`src/rtl/ftf_decoder_42.sv`:
```
// Fibonacci transition-free (FTF) TSV codeword decoder: a 3-stage pipeline that turns a
// 42-bit codeword into its Fibonacci-weighted value and keeps saturating violation statistics.
`ifndef FBLEN42
`define FBLEN42 30
`endif

module ftf_decoder_42 #(
   parameter int CNT_W = 16
) (
   input  logic                 clock,
   input  logic                 reset_n,
   input  logic [41:0]          tsv_in,
   input  logic                 in_valid,
   input  logic                 cnt_clr,
   output logic [`FBLEN42-1:0]  data_out,
   output logic                 out_valid,
   output logic                 code_err,
   output logic                 viol_sticky,
   output logic [CNT_W-1:0]     viol_count
);

   localparam int DW = `FBLEN42;
   localparam logic [CNT_W-1:0] CNT_MAX = {CNT_W{1'b1}};

   // Weight of wire n: W[0]=W[1]=1, then each is the sum of the previous two.
   function automatic logic [DW-1:0] fibWeight(input int n);
      logic [DW-1:0] a;
      logic [DW-1:0] b;
      logic [DW-1:0] t;
      a = DW'(1);
      b = DW'(1);
      for (int k = 2; k <= n; k++) begin
         t = a + b;
         a = b;
         b = t;
      end
      return b;
   endfunction

   logic [41:0]   s1Data;
   logic          s1Valid;
   logic          s1Err;
   logic [DW-1:0] loSum;
   logic [DW-1:0] hiSum;
   logic [DW-1:0] s2Lo;
   logic [DW-1:0] s2Hi;
   logic          s2Valid;
   logic          s2Err;

   // Even pairs may not rise (0->1) and odd pairs may not fall (1->0) going up the bus.
   always_comb begin
      s1Err = 1'b0;
      for (int j = 0; j < 41; j++) begin
         if ((j % 2) == 0) begin
            if (!s1Data[j] && s1Data[j+1]) s1Err = 1'b1;
         end else begin
            if (s1Data[j] && !s1Data[j+1]) s1Err = 1'b1;
         end
      end
   end

   always_comb begin
      loSum = '0;
      hiSum = '0;
      for (int i = 0; i <= 20; i++) begin
         if (s1Data[i]) loSum = loSum + fibWeight(i);
      end
      for (int i = 21; i <= 41; i++) begin
         if (s1Data[i]) hiSum = hiSum + fibWeight(i);
      end
   end

   always_ff @(posedge clock) begin
      if (!reset_n) begin
         s1Data      <= '0;
         s1Valid     <= 1'b0;
         s2Lo        <= '0;
         s2Hi        <= '0;
         s2Valid     <= 1'b0;
         s2Err       <= 1'b0;
         data_out    <= '0;
         out_valid   <= 1'b0;
         code_err    <= 1'b0;
         viol_sticky <= 1'b0;
         viol_count  <= '0;
      end else begin
         s1Data    <= tsv_in;
         s1Valid   <= in_valid;
         s2Lo      <= loSum;
         s2Hi      <= hiSum;
         s2Valid   <= s1Valid;
         s2Err     <= s1Err;
         out_valid <= s2Valid;
         if (s2Valid) begin
            data_out <= s2Lo + s2Hi;
            code_err <= s2Err;
         end
         // Clear beats a violation exiting on the same edge.
         if (cnt_clr) begin
            viol_count  <= '0;
            viol_sticky <= 1'b0;
         end else if (s2Valid && s2Err) begin
            viol_sticky <= 1'b1;
            if (viol_count != CNT_MAX) viol_count <= viol_count + CNT_W'(1);
         end
      end
   end

endmodule

```
`config.mk`:
```
export PLATFORM = sky130hd
export DESIGN_NAME = ftf_decoder_42
export DESIGN_NICKNAME = d
export VERILOG_FILES = /design/src/rtl/ftf_decoder_42.sv
export SDC_FILE = /design/constraint.sdc
export NUM_CORES = 1
export LEC_CHECK = 0
export CORE_UTILIZATION = 55
export DETAILED_ROUTE_END_ITERATION = 6
export PLACE_DENSITY = 0.73
export SYNTH_ARGS = -nofsm -noshare
export SYNTH_HDL_FRONTEND = slang
export SYNTH_SLANG_ARGS = --single-unit
```
`constraint.sdc`:
```
create_clock -name clock -period 23.6 [get_ports clock]
set_clock_uncertainty 0.2 [all_clocks]
set_input_delay 4.72 -clock clock [delete_from_list [all_inputs] [get_ports clock]]
set_output_delay 4.72 -clock clock [all_outputs]
set_load 0.02 [all_outputs]
```
==> flow_summary.json, run 1 <==
{
  "status": "completed",
  "synth_compound_area_frac": 0.287,
  "hold_buffers": 0,
  "final_nets": 3375,
  "synthMostInstantiatedCell": "nand2_1",
  "routedWlPerCell_um": 16.3,
  "root_buffer": "clkbuf_16",
  "vias": 24000,
  "die_h_um": 212,
  "drt-met1-wl_mm": 29.6,
  "critPathLaunchType": "flip-flop",
  "critical_path_class": "reg -> reg",
  "hold_class": "reg -> reg",
  "drt_wl_total_mm": 62.9,
  "startpoint": "s1Data[24]",
  "h-tree-depth": 4,
  "grt_max_degree": 125,
  "detail-route-antenna-nets": 0,
  "clock_tree.buffer_depth": 2,
  "muxShareOfSynthArea": 0.0370,
  "hold_violations": 0,
  "grt_pass1_wl_mm": 106,
  "final-max-slew-violation-count": 0,
  "die_area_mm2": 0.0451,
  "synthArstFlopShare": 0,
  "slew_headroom": 0.277,
  "core-area_mm2": 0.0434,
  "synthTopCellsByCount": "309 x nand2_1, 299 x xnor2_1, 221 x nor2_1",
  "synthAdderAreaFrac": 0.0376,
  "io-pin-count": 95,
  "ys_warn_count": 0,
  "top_layer": "met4",
  "insertion_delay_ns": 0.43,
  "dr_wl_met2_mm": 29.7,
  "reg2reg_from": "s1Data[24]",
  "ys_ff_latch": 145,
  "layout-drive-gt1-share": 0.0676,
  "route.met3.wl_mm": 2.44,
  "place_hpwl_mm": 49.9,
  "synth-main-ff-cell": "dfxtp_1",
  "yosys.area_share.simple": 0.269,
  "rsz0062_at_grt": "no",
  "grt_remaining_overflow": 0,
  "dr.pass1.iters": 7,
  "grt_pass1_vias": 22800,
  "synth_top_area_share": 0.119,
  "die_w_um": 212,
  "syn_to_final_growth_pct": 7.33,
  "fin_crit_sh": 0.648,
  "cp_data_arrival_time_ns": 15.41,
  "synth_cell_type_count": 134,
  "drv_cap": 0,
  "multi_input_area_mm2": 0.0205,
  "path_max_fanout": 31,
  "syn_area_mm2": 0.0244,
  "seqCellArea_mm2": 0.00290,
  "avgSynthCellArea_um2": 7.48,
  "gp_congestion": 0.887,
  "cts_resized": 0,
  "antenna_found_initial": 0,
  "yosys.area.top_type": "dfxtp_1",
  "cts_buffers": 17,
  "grtUsageTotal": 0.276,
  "min-delay-start": "s1Valid",
  "fin_tns_setup_ns": 0,
  "setup_viol": 0,
  "post-route-drc-count": 0,
  "worst_setup_path_end_kind": "flip-flop",
  "cts_setup_buffers": 0,
  "fmax_mhz": 65.4,
  "synth_seq_area_share": 0.119,
  "synth_area_leaders": "dfxtp_1 12%, xnor2_1 11%, xor2_1 5.8%, nand2_1 4.8%, ha_1 3.6%",
  "crit_path_max_incr_delay_ns": 0.73,
  "n_antenna_cell": 0,
  "clk_pin_slew_ns": 0.06,
  "cpMaxStageDelayCell": "xor2_1",
  "crit_required_ns": 23.72,
  "tightest_slew_ns": 1.08,
  "crit_top_cell": "xnor2_1",
  "cts.sinks": 145,
  "fillerInstances": 4045,
  "drtIter0Drc": 1430,
  "cts_tree": "built",
  "synth_top_family_by_area": "compound AO/OA/AOI/OAI gates",
  "rows": 76,
  "regToRegSetupSlack_ns": 8.31,
  "vias_per_cell": 6.24,
  "numPortBuffers": 94,
  "synth_edf_count": 0,
  "synthCells": 3257,
  "period_minus_slack_ns": 15.29,
  "start_util": 0.562,
  "synth_xor_area_frac": 0.212
}
-- final timing paths --
check | endpoint | depth (start not counted)
setup reg to reg | s2Hi[28] | 53
setup / recovery | s2Hi[28] | 53
hold reg to reg | s2Valid | 1
hold / removal | s2Valid | 1
-- critical path: cells and delay by family, from the launching register on --
family	cells	cell delay, ns
adder cells (fa/ha/maj)	4	1.53
flip-flops	1	0.31
AO/OA/AOI/OAI	19	4.39
AND/OR/NAND/NOR	14	4.16
multiplexers	2	0.69
buffers and inverters	5	0.86
XOR/XNOR	9	3.00
-- cells by family after synthesis --
family          after synthesis
xor+xnor                    519
flops                       145
simple gates               1255
fa+ha+maj                    72
buf+inv                     232
other cells                   1
compound gates              945
mux                          88
-- cells in the final DEF, fill, tap and decap left out, types with 21 or more instances in the layout --
cell type / count
o31ai_1: 32
mux2i_1: 72
dfxtp_1: 144
a21boi_0: 25
nor2_1: 221
clkdlybuf4s50_1: 93
and2_1: 110
o22ai_1: 21
or2_2: 27
or3_1: 44
nor3_1: 89
nor2b_1: 54
a31oi_1: 38
nand2_1: 309
o21ai_0: 146
a21o_1: 49
ha_1: 70
and3_1: 52
nor4_1: 25
nand2b_1: 47
o21ai_1: 37
a21oi_1: 136
a211oi_1: 31
o211a_1: 26
xnor2_1: 299
o21a_1: 38
nand4_1: 35
nand3_1: 119
xor2_1: 161
xnor2_2: 23
inv_1: 89
o21bai_1: 22
o211ai_1: 56
-- per-layer routing --
layer | vias up | track usage
li1 | 12000 | -
met1 | 11300 | 0.356
met2 | 581 | 0.482
met3 | 93 | 0.0238
met4 | 0 | 0.0848
met5 | - | 0
-- cell type report --
| class | count | area share |
|---|---|---|
| multi-input cells | 2884 | 0.786 |
| flip-flops and latches | 145 | 0.111 |
| repair buffers | 111 | 0.0408 |
| well taps | 585 | 0.0280 |
| clock buffers | 20 | 0.0171 |
| inverters | 98 | 0.0141 |
| clock inverters | 11 | 0.00316 |
-- per-stage QoR --
step           instance area, um^2  std cells  worst slack [ns]   util  hold slack, ns
6_report                     26100       3854              8.31  0.603           0.258
5_1_grt                      26100       3854              6.84  0.603           0.268
4_1_cts                      26100       3854              8.50  0.603           0.265
3_5_place_dp                 25600       3823              8.58  0.591           0.245
3_3_place_gp                 25600       3823              9.10  0.591           0.224
2_1_floorplan                24400       3261             10.58      -           0.212
-- state kept, by name, indices dropped and copies added, names as in the netlist --
name         cells
code_err         1
s2Err            1
s1Data          42
s1Valid          1
s2Lo            21
viol_sticky      1
data_out        30
s2Hi            30
s2Valid          1
viol_count      16
out_valid        1
Power of run 1 is left out: the tool's default activity adds up to more than one toggle a clock period on the data nets, which glitch-free logic cannot reach.
==> inputs of run 2 (changes only) <==
--- a/config.mk
+++ b/config.mk
@@ -7,7 +7,7 @@
 export LEC_CHECK = 0
 export CORE_UTILIZATION = 55
 export DETAILED_ROUTE_END_ITERATION = 6
-export PLACE_DENSITY = 0.73
+export PLACE_DENSITY = 0.76
 export SYNTH_ARGS = -nofsm -noshare
 export SYNTH_HDL_FRONTEND = slang
 export SYNTH_SLANG_ARGS = --single-unit
==> constraint.sdc (replaced) <==
create_clock -name clock -period 12.45 [get_ports clock]
set_clock_uncertainty 0.2 [all_clocks]
set_input_delay 2.49 -clock clock [delete_from_list [all_inputs] [get_ports clock]]
set_output_delay 2.49 -clock clock [all_outputs]
set_load 0.02 [all_outputs]
==> run 2 against run 1 <==
Largest cell class unchanged. Global-route usage rose by 1.8 points. Hold slack got worse by 0.014 ns. Design area rose by 22%. The flow now finishes with violations (setup timing). Register-to-register slack got worse by 8.7 ns. Cell count rose by 8.6%. Count of clock-buffer cells in the layout fell by 3. Maximum frequency rose by 19%. Flip-flop and latch count did not move. First-iteration DRC count rose by 65%.
==> flow_summary.json, run 2 (synthesized netlist as in run 1, its figures left out) <==
{
  "reg.largest.list": "s1Data: 42 flops, data_out: 30 flops, s2Hi: 30 flops",
  "tightest_slew_ns": 1.42,
  "multi_input_area_mm2": 0.0236,
  "crit_path_max_incr_delay_ns": 0.44,
  "use_met2": 0.530,
  "hold_violations": 0,
  "die_h_um": 212,
  "antenna_found_initial": 0,
  "worst_setup_path_end_kind": "flip-flop",
  "cts.sinks": 145,
  "drt_wl_total_mm": 79.4,
  "layout-drive-gt1-share": 0.259,
  "insertion_delay_ns": 0.45,
  "clk_pin_slew_ns": 0.07,
  "drv_cap": 0,
  "cts_tree": "built",
  "fmax_mhz": 78.0,
  "clock_tree.buffer_depth": 2,
  "largest-register": "s1Data",
  "grt_pass1_wl_mm": 113,
  "critical_path_class": "reg -> reg",
  "cpMaxStageDelayCell": "or3_1",
  "cts_buffers": 17,
  "fin_tns_setup_ns": -1.54,
  "root_buffer": "clkbuf_16",
  "place_hpwl_mm": 51.8,
  "hold_class": "reg -> reg",
  "slew_headroom": 0.0494,
  "dr.pass1.iters": 6,
  "fillerInstances": 3088,
  "cp_num_buf_inv": 8,
  "seqCellArea_mm2": 0.00291,
  "grt_util_met1": 0.370,
  "post-route-drc-count": 0,
  "drtIter0Drc": 2356,
  "worst_slack_ns": -0.364,
  "io-pin-count": 95,
  "core-area_mm2": 0.0434,
  "grt_max_degree": 125,
  "detail-route-antenna-nets": 0,
  "cp_data_arrival_time_ns": 12.95,
  "die_w_um": 212,
  "rsz0062_at_grt": "yes",
  "status": "finished with violations",
  "gp_congestion": 0.905,
  "vias_per_cell": 6.50,
  "violations": "setup timing",
  "final_common_cell": "buf_4",
  "syn_to_final_growth_pct": 30.6,
  "grt-busiest-layer": "met2",
  "vias": 27200,
  "h-tree-depth": 4,
  "path_max_fanout": 7,
  "rows": 76,
  "n_antenna_cell": 0,
  "routedWlPerCell_um": 19.0,
  "cp_top_family": "simple AND/OR/NAND/NOR gates",
  "period_minus_slack_ns": 12.81,
  "grt_pass1_vias": 24100,
  "numPortBuffers": 94,
  "post-route-util": 0.734,
  "met3_usage": 0.0272,
  "grtUsageTotal": 0.294,
  "hold_buffers": 0,
  "grt_remaining_overflow": 0,
  "final_cell_mix": "336 x buf_4, 291 x nand2_1, 241 x xnor2_1, 207 x nor2_1, 142 x xor2_1",
  "start_util": 0.562,
  "crit_required_ns": 12.59,
  "final-max-slew-violation-count": 0,
  "setup_viol": 8,
  "critPathLaunchType": "flip-flop",
  "final_nets": 3707,
  "largest_reg_flops": 42,
  "die_area_mm2": 0.0451,
  "fin_crit_sh": 1.03
}
==> run 2: path summary, 6_finish.rpt <==
check	from	end	slack (ns)	cells past startpoint
setup / recovery	s1Data[22]	s2Hi[28]	-0.36	59
setup reg to reg	s1Data[22]	s2Hi[28]	-0.36	59
hold reg to reg	s1Valid	s2Valid	0.24	1
hold / removal	s1Valid	s2Valid	0.24	1
==> run 2: worst reg2reg max path: cells and delay by family, from the launching register on <==
family / cells / cell delay (ns)
AND/OR/NAND/NOR: 20 / 3.95
AO/OA/AOI/OAI: 16 / 3.53
XOR/XNOR: 8 / 1.95
adder cells (fa/ha/maj): 6 / 1.50
multiplexers: 1 / 0.27
flip-flops: 1 / 0.34
buffers and inverters: 8 / 0.99
==> run 2: routing by layer <==
metal  wire length [um]  vias up
li1                   -    12700
met1              32200    12900
met2              39200     1264
met3               4670      364
met4               3250        0
met5                  0        -
==> run 2: what timing repair did <==
item / 4_1_cts / 5_1_grt
pin swaps: 32 / 182
endpoints found under the setup margin: 6 / 16
buffers inserted: 26 / 107
endpoints found under the hold margin: 0 / 0
resized for setup: 97 / 425
==> run 2: per-stage QoR <==
stage,setup WS (ns),cells,area (um^2),hold WS (ns)
2_1_floorplan,0.00593,3261,24600,0.212
3_3_place_gp,0.0775,4023,27300,0.225
3_5_place_dp,-0.272,4023,27300,0.231
4_1_cts,0.000537,4081,28600,0.247
5_1_grt,-1.04,4187,31800,0.252
6_report,-0.364,4187,31800,0.243
==> run 2: area by class of cell <==
type | count | share of cell area
clock inverter | 15 | 0.00562
clock buffer | 17 | 0.0134
tap | 585 | 0.0230
inverter | 98 | 0.0117
multi-input combinational | 2884 | 0.741
timing repair buffer | 443 | 0.114
sequential | 145 | 0.0915
Power of run 2 is left out for the same reason.
